## src/rtl/overlay_pkg.sv

```systemverilog
// Shared types and default geometry for the overlay screen sequencer.
// Request bits are ordered {over, fuel, title}, lowest rank in bit 0.
package overlay_pkg;

    localparam int H_ACTIVE_DEF     = 640;
    localparam int V_ACTIVE_DEF     = 480;
    localparam int IMG_W_DEF        = 44;
    localparam int IMG_H_DEF        = 22;
    localparam int BLINK_FRAMES_DEF = 15;
    localparam int FUEL_FRAMES_DEF  = 180;

    localparam int ADDR_W = $clog2(IMG_W_DEF * IMG_H_DEF);

    typedef enum logic [1:0] {
        SEL_NONE  = 2'b00,
        SEL_TITLE = 2'b01,
        SEL_FUEL  = 2'b10,
        SEL_OVER  = 2'b11
    } overlay_sel_t;

    typedef enum logic [1:0] {
        ST_IDLE,
        ST_TITLE,
        ST_FUEL,
        ST_OVER
    } state_t;

    // Image shown for a given sequencer state.
    function automatic overlay_sel_t sel_of(state_t s);
        case (s)
            ST_TITLE: return SEL_TITLE;
            ST_FUEL:  return SEL_FUEL;
            ST_OVER:  return SEL_OVER;
            default:  return SEL_NONE;
        endcase
    endfunction

    // Requests that still matter in a state: only those that outrank it.
    function automatic logic [2:0] keep_mask(state_t s);
        case (s)
            ST_IDLE:  return 3'b111;
            ST_TITLE: return 3'b110;
            ST_FUEL:  return 3'b100;
            default:  return 3'b000;
        endcase
    endfunction

endpackage

```

## src/rtl/overlay_addr_gen.sv

```systemverilog
// Scaled overlay ROM address from the pixel position.
// Column and row are tracked with modulo accumulators, no multiplier.
module overlay_addr_gen
    import overlay_pkg::*;
#(
    parameter int H_ACTIVE = H_ACTIVE_DEF,
    parameter int V_ACTIVE = V_ACTIVE_DEF,
    parameter int IMG_W    = IMG_W_DEF,
    parameter int IMG_H    = IMG_H_DEF
) (
    input  logic              vga_clk,
    input  logic              reset_n,
    input  logic [9:0]        DrawX,
    input  logic [9:0]        DrawY,
    input  logic              blank,
    output logic [ADDR_W-1:0] rom_address
);

    localparam int CW = 10;
    localparam int SW = CW + 1;

    logic [CW-1:0]     xprev_q, yprev_q;
    logic [CW-1:0]     cacc_q, cacc_d;
    logic [CW-1:0]     col_q, col_d;
    logic [CW-1:0]     racc_q, racc_d;
    logic [CW-1:0]     row_q, row_d;
    logic [CW-1:0]     rbase_q, rbase_d;
    logic [ADDR_W-1:0] addr_q, addr_d;
    logic [SW-1:0]     csum, rsum;

    // Column: step IMG_W per new pixel, carry into the column on wrap.
    always_comb begin
        cacc_d = cacc_q;
        col_d  = col_q;
        csum   = {1'b0, cacc_q} + SW'(IMG_W);
        if (DrawX == '0) begin
            cacc_d = '0;
            col_d  = '0;
        end else if (DrawX != xprev_q) begin
            if (csum >= SW'(H_ACTIVE)) begin
                cacc_d = CW'(csum - SW'(H_ACTIVE));
                if (col_q != CW'(IMG_W - 1))
                    col_d = col_q + 1'b1;
            end else begin
                cacc_d = csum[CW-1:0];
            end
        end
    end

    // Row: step IMG_H per new line, row base advances by one image width.
    always_comb begin
        racc_d  = racc_q;
        row_d   = row_q;
        rbase_d = rbase_q;
        rsum    = {1'b0, racc_q} + SW'(IMG_H);
        if (DrawY == '0) begin
            racc_d  = '0;
            row_d   = '0;
            rbase_d = '0;
        end else if (DrawY != yprev_q) begin
            if (rsum >= SW'(V_ACTIVE)) begin
                racc_d = CW'(rsum - SW'(V_ACTIVE));
                if (row_q != CW'(IMG_H - 1)) begin
                    row_d   = row_q + 1'b1;
                    rbase_d = rbase_q + CW'(IMG_W);
                end
            end else begin
                racc_d = rsum[CW-1:0];
            end
        end
    end

    // Texel index for the current pixel, forced to 0 outside active video.
    always_comb begin
        addr_d = '0;
        if (blank)
            addr_d = ADDR_W'(col_d + rbase_d);
    end

    // Scaler state and the one-cycle address register.
    always_ff @(posedge vga_clk or negedge reset_n) begin
        if (!reset_n) begin
            xprev_q <= '0;
            yprev_q <= '0;
            cacc_q  <= '0;
            col_q   <= '0;
            racc_q  <= '0;
            row_q   <= '0;
            rbase_q <= '0;
            addr_q  <= '0;
        end else begin
            xprev_q <= DrawX;
            yprev_q <= DrawY;
            cacc_q  <= cacc_d;
            col_q   <= col_d;
            racc_q  <= racc_d;
            row_q   <= row_d;
            rbase_q <= rbase_d;
            addr_q  <= addr_d;
        end
    end

    assign rom_address = addr_q;

endmodule

```

## src/rtl/overlay_screen_ctrl.sv

```systemverilog
// Overlay screen sequencer: request arbitration on frame boundaries,
// fuel-empty blink timing, and the scaled overlay ROM address.
module overlay_screen_ctrl
    import overlay_pkg::*;
#(
    parameter int H_ACTIVE     = H_ACTIVE_DEF,
    parameter int V_ACTIVE     = V_ACTIVE_DEF,
    parameter int IMG_W        = IMG_W_DEF,
    parameter int IMG_H        = IMG_H_DEF,
    parameter int BLINK_FRAMES = BLINK_FRAMES_DEF,
    parameter int FUEL_FRAMES  = FUEL_FRAMES_DEF
) (
    input  logic              vga_clk,
    input  logic              reset_n,
    input  logic [9:0]        DrawX,
    input  logic [9:0]        DrawY,
    input  logic              blank,
    input  logic              title_req,
    input  logic              fuel_req,
    input  logic              over_req,
    input  logic              dismiss,
    output logic              overlay_en,
    output logic [1:0]        overlay_sel,
    output logic [ADDR_W-1:0] rom_address,
    output logic              busy
);

    localparam int FW = $clog2(FUEL_FRAMES);
    localparam int BW = $clog2(BLINK_FRAMES);

    state_t       state_q, state_d;
    logic [2:0]   pend_q, pend_d;
    logic         dis_q, dis_d;
    logic [FW-1:0] fcnt_q, fcnt_d;
    logic [BW-1:0] bcnt_q, bcnt_d;
    logic         phase_q, phase_d;
    logic         orig_q;
    overlay_sel_t sel_q;
    logic         en_q;
    logic         at_origin;
    logic         frame_start;
    logic [2:0]   req;

    assign at_origin   = (DrawX == '0) && (DrawY == '0);
    assign frame_start = at_origin && !orig_q;
    assign req         = {over_req, fuel_req, title_req};

    // Frame-boundary arbitration; new pulses only count from next frame.
    always_comb begin
        state_d = state_q;
        pend_d  = pend_q;
        dis_d   = dis_q;
        fcnt_d  = fcnt_q;
        bcnt_d  = bcnt_q;
        phase_d = phase_q;
        if (frame_start) begin
            unique case (state_q)
                ST_IDLE: begin
                    if (pend_q[2])      state_d = ST_OVER;
                    else if (pend_q[1]) state_d = ST_FUEL;
                    else if (pend_q[0]) state_d = ST_TITLE;
                end
                ST_TITLE: begin
                    if (pend_q[2])      state_d = ST_OVER;
                    else if (pend_q[1]) state_d = ST_FUEL;
                    else if (dis_q)     state_d = ST_IDLE;
                end
                ST_FUEL: begin
                    if (pend_q[2])
                        state_d = ST_OVER;
                    else if (dis_q || fcnt_q == FW'(FUEL_FRAMES - 1))
                        state_d = ST_IDLE;
                end
                ST_OVER: begin
                    if (dis_q)          state_d = ST_IDLE;
                end
            endcase
            if (state_d == ST_FUEL) begin
                if (state_q != ST_FUEL) begin
                    fcnt_d  = '0;
                    bcnt_d  = '0;
                    phase_d = 1'b1;
                end else begin
                    fcnt_d = fcnt_q + 1'b1;
                    if (bcnt_q == BW'(BLINK_FRAMES - 1)) begin
                        bcnt_d  = '0;
                        phase_d = !phase_q;
                    end else begin
                        bcnt_d = bcnt_q + 1'b1;
                    end
                end
            end
            pend_d = pend_q & keep_mask(state_d);
            dis_d  = 1'b0;
        end
        pend_d = pend_d | (req & keep_mask(state_q));
        dis_d  = dis_d | (dismiss && state_q != ST_IDLE);
    end

    // Sequencer state with registered select and enable outputs.
    always_ff @(posedge vga_clk or negedge reset_n) begin
        if (!reset_n) begin
            state_q <= ST_IDLE;
            pend_q  <= '0;
            dis_q   <= 1'b0;
            fcnt_q  <= '0;
            bcnt_q  <= '0;
            phase_q <= 1'b0;
            orig_q  <= 1'b0;
            sel_q   <= SEL_NONE;
            en_q    <= 1'b0;
        end else begin
            state_q <= state_d;
            pend_q  <= pend_d;
            dis_q   <= dis_d;
            fcnt_q  <= fcnt_d;
            bcnt_q  <= bcnt_d;
            phase_q <= phase_d;
            orig_q  <= at_origin;
            sel_q   <= sel_of(state_d);
            en_q    <= (state_d != ST_IDLE) && blank &&
                       (state_d != ST_FUEL || phase_d);
        end
    end

    overlay_addr_gen #(
        .H_ACTIVE (H_ACTIVE),
        .V_ACTIVE (V_ACTIVE),
        .IMG_W    (IMG_W),
        .IMG_H    (IMG_H)
    ) u_addr (
        .vga_clk     (vga_clk),
        .reset_n     (reset_n),
        .DrawX       (DrawX),
        .DrawY       (DrawY),
        .blank       (blank),
        .rom_address (rom_address)
    );

    assign overlay_en  = en_q;
    assign overlay_sel = sel_q;
    assign busy        = (state_q != ST_IDLE) || (|pend_q);

endmodule

```

## config.mk

```make
export PLATFORM = sky130hd
export DESIGN_NAME = overlay_screen_ctrl
export DESIGN_NICKNAME = d
export VERILOG_FILES = /design/src/rtl/overlay_pkg.sv /design/src/rtl/overlay_addr_gen.sv /design/src/rtl/overlay_screen_ctrl.sv
export SDC_FILE = /design/constraint.sdc
export NUM_CORES = 1
export LEC_CHECK = 0
export CORE_MARGIN = 1
export CORE_UTILIZATION = 30
export DETAILED_ROUTE_END_ITERATION = 8
export GPL_TIMING_DRIVEN = 0
export PLACE_DENSITY = 0.49
export SLEW_MARGIN = 40
export SYNTH_ARGS = -nofsm -noshare
export SYNTH_HDL_FRONTEND = slang
export SYNTH_SLANG_ARGS = --single-unit
```

## constraint.sdc

```tcl
create_clock -name vga_clk -period 7.02 [get_ports vga_clk]
set_input_delay 1.404 -clock vga_clk [delete_from_list [all_inputs] [get_ports vga_clk]]
set_output_delay 1.404 -clock vga_clk [all_outputs]
set_load 0.02 [all_outputs]
```

==> flow_summary.toml <==
[outcome]
status = "finished, final reports clean"

[critical_path]
critPathKind = "primary input to flop"
cp_max_fo = 10
cp-end-kind = "flop"
crit_path_start_kind = "primary input"
cpMaxStageDelayCell = "or4_4"
rr_startpoint = "u_addr.racc_q[1]"
path_cells = "clkdlybuf4s50_1 > or4_4 > nor4_4 > clkbuf_1 > clkbuf_1 > nor2_1 > ha_1 > a21o_1 > and4_1 > o31ai_1 > nand2b_1 > a21oi_1 > o21ai_0 > xor2_1 > mux2i_1"
critPathCapture = "u_addr.rom_address[9]"
r2r_end = "u_addr.rom_address[9]"
crit_start = "DrawX[6]"
r2r_cells = 20
worstPathArrival_ns = 5.70
max_stage_delay_ns = 0.57
worstPathRequired_ns = 7.29
r2r_slack_ns = 1.66
cpMostUsedCell = "clkbuf_1"

[clock_network]
post_cts_buffers = 0
cts_htree_levels = 3
cts.repair.resized = 0
cts_hold_buf = 0
cts_buffer_depth = 2
cts_sinks = 99
cts.clk_slew.worst_paths_ns = 0.07
clock_latency_ns = 0.35
numCtsBuffers = 9
cts.root.buffer_cell = "clkbuf_16"
tritoncts = "yes"

[synth]
synth_flop_cell = "dfrtp_1"
syn_area_per_cell_sq_um = 9.92
ys_types = 62
synth_seq_cells = 99
synth_cells = 538
synth_edf_count = 0
netlist_area_sq_mm = 0.00534
ys_async_sr_fraction_pct = 100
ys_warn_count = 0
synth_nets = 587
seq_area_frac_synth_pct = 46.4

[min_path]
min_from = "fcnt_q[7]"
hold_path.class = "flop to flop"
hold_depth = 1

[die]
chipHeight_um = 135
core_sq_mm = 0.0174
io_pins = 41
start_util_pct = 30.7
die-area_sq_mm = 0.0183
die_w_um = 135
floorplan.rows = 48

[power_and_ir_drop]
p_per_area_mw_per_mm2 = 371
leakage_nw = 2.74
finalPower_mw = 2.38
peakVddDrop_mv = 0.143

[layout]
num-nets-final = 639
drive_gt1_share_pct = 5.88
antenna_cells = 0
stdcell_area_sq_mm = 0.00640
utilization_pct = 36.9
syn_to_final_growth_pct = 20.0
fin_cells = 820

[place]
place_congestion = 0.845
pre_cts_ws_ns = 1.11
dp.cells = 804
placed_cell_area_sq_mm = 0.00607
hpwl_um = 8030
io_buffers = 40

[routing]
wire_per_inst_um = 13.6
ant_nets = 0
vias = 3974
routed_wl_um = 11100
via_per_inst = 4.85
dr.pass1.iters = 4
drc = 0
drtIter0Drc = 190

[sta]
rsz0062_at_grt = "no"
hold_violations = 0
setup-tns-final_ns = 0
timing.hold.ws_ns = 0.470
fmax_ghz = 0.184
drv_slew = 0
slew_headroom_pct = 54.3
setup_viol = 0
fin_skew_ns = 0.0108
period_minus_slack_ns = 5.43
period_share_pct = 77.4
setup_ws_ns = 1.59
tightest_slew_ns = 0.680

[global_route]
grt_pass1_vias = 3945
grt_max_degree = 66
grt_antenna_before_repair = 0
grt_pass1_wl_um = 19100
grt_usage_pct = 13.2
grt_overflow = 0

[job]
maxCapViolations = 0
==> area by class of cell <==
| class | count | area, sq um |
|---|---|---|
| Tap cell | 225 | 282 |
| Clock inverter | 6 | 88.8 |
| Fill cell | 1709 | 11000 |
| Clock buffer | 10 | 239 |
| Timing Repair Buffer | 41 | 433 |
| Inverter | 19 | 71.3 |
| Multi-Input combinational cell | 402 | 2730 |
| Buffer | 18 | 81.3 |
| Sequential cell | 99 | 2480 |
==> layout by cell type (no fill, tap or decap), drive strengths merged, types with 3 or more instances in the layout <==
| cell type | count |
|---|---|
| a211oi | 11 |
| a31oi | 3 |
| and3 | 11 |
| o22ai | 3 |
| and4 | 5 |
| nor3 | 4 |
| buf | 6 |
| nand3b | 4 |
| nand2b | 12 |
| nor2 | 58 |
| o21ai | 26 |
| a21oi | 20 |
| ha | 21 |
| inv | 19 |
| xnor2 | 36 |
| a22o | 3 |
| o31ai | 8 |
| nand3 | 12 |
| nor4 | 8 |
| and2 | 16 |
| clkbuf | 24 |
| mux2i | 4 |
| nand4 | 14 |
| dfrtp | 99 |
| xor2 | 26 |
| nand2 | 30 |
| a21o | 7 |
| or3 | 5 |
| o21a | 4 |
| nor2b | 13 |
| clkdlybuf4s50 | 39 |
| or4 | 4 |
==> logic make-up after synthesis <==
family / Yosys count / synth area share, %
adder cells (fa/ha/maj): 22 / 5.30
buffers and inverters: 37 / 2.86
flip-flops: 99 / 46.4
AND/OR/NAND/NOR: 208 / 21.2
XOR/XNOR: 62 / 10.2
AO/OA/AOI/OAI: 105 / 13.1
multiplexers: 5 / 0.961
==> how the worst min path moves through the flow <==
stage           endpoint  slack (ns)
2_1_floorplan  fcnt_q[7]        0.44
3_3_place_gp   fcnt_q[7]        0.48
3_5_place_dp   fcnt_q[7]        0.46
4_1_cts        fcnt_q[7]        0.48
5_1_grt        fcnt_q[7]        0.50
6_report       fcnt_q[7]        0.47
==> report_power, final <==
| part | switching (mW) | leakage (nW) | internal, mW | total [mW] |
|---|---|---|---|---|
| clock network | 0.220 | 0.155 | 0.322 | 0.542 |
| logic | 0.550 | 1.36 | 0.470 | 1.02 |
| registers | 0.110 | 1.23 | 0.704 | 0.815 |
==> per-layer routing <==
metal	global-route usage [%]	wire length, um
met3	1.87	308
met1	17.2	5370
met5	0	0
met4	6.49	251
met2	21.5	5210
==> sequential cells by signal (all words and copies together) (netlist names), 8 cells and up <==
name / count
u_addr.cacc_q: 8
u_addr.yprev_q: 10
u_addr.rom_address: 10
u_addr.racc_q: 9
fcnt_q: 8
u_addr.rbase_q: 10
u_addr.col_q: 10
u_addr.xprev_q: 10
u_addr.row_q: 10
==> synthesized netlist by cell type, types with 11 or more instances <==
| library cell | instances | share of area, % |
|---|---|---|
| and2_1 | 16 | 1.9 |
| a21oi_1 | 19 | 1.8 |
| inv_1 | 19 | 1.3 |
| nand4_1 | 14 | 1.6 |
| o21ai_0 | 26 | 2.4 |
| xor2_1 | 26 | 4.3 |
| xnor2_1 | 36 | 5.9 |
| nand2_1 | 30 | 2.1 |
| ha_1 | 21 | 4.9 |
| nor2b_1 | 13 | 1.5 |
| clkbuf_1 | 14 | 0.98 |
| and3_1 | 11 | 1.3 |
| dfrtp_1 | 99 | 46 |
| nor2_1 | 58 | 4.1 |
| nand2b_1 | 12 | 1.4 |
| nand3_1 | 12 | 1.1 |
==> critical path: cells and delay by family <==
| family | cells | cell delay [ns] |
|---|---|---|
| AND/OR/NAND/NOR | 5 | 1.35 |
| buffers and inverters | 3 | 1.28 |
| AO/OA/AOI/OAI | 4 | 0.90 |
| adder cells (fa/ha/maj) | 1 | 0.32 |
| XOR/XNOR | 1 | 0.22 |
| multiplexers | 1 | 0.22 |
No activity file was read; power rests on OpenSTA's default activity.
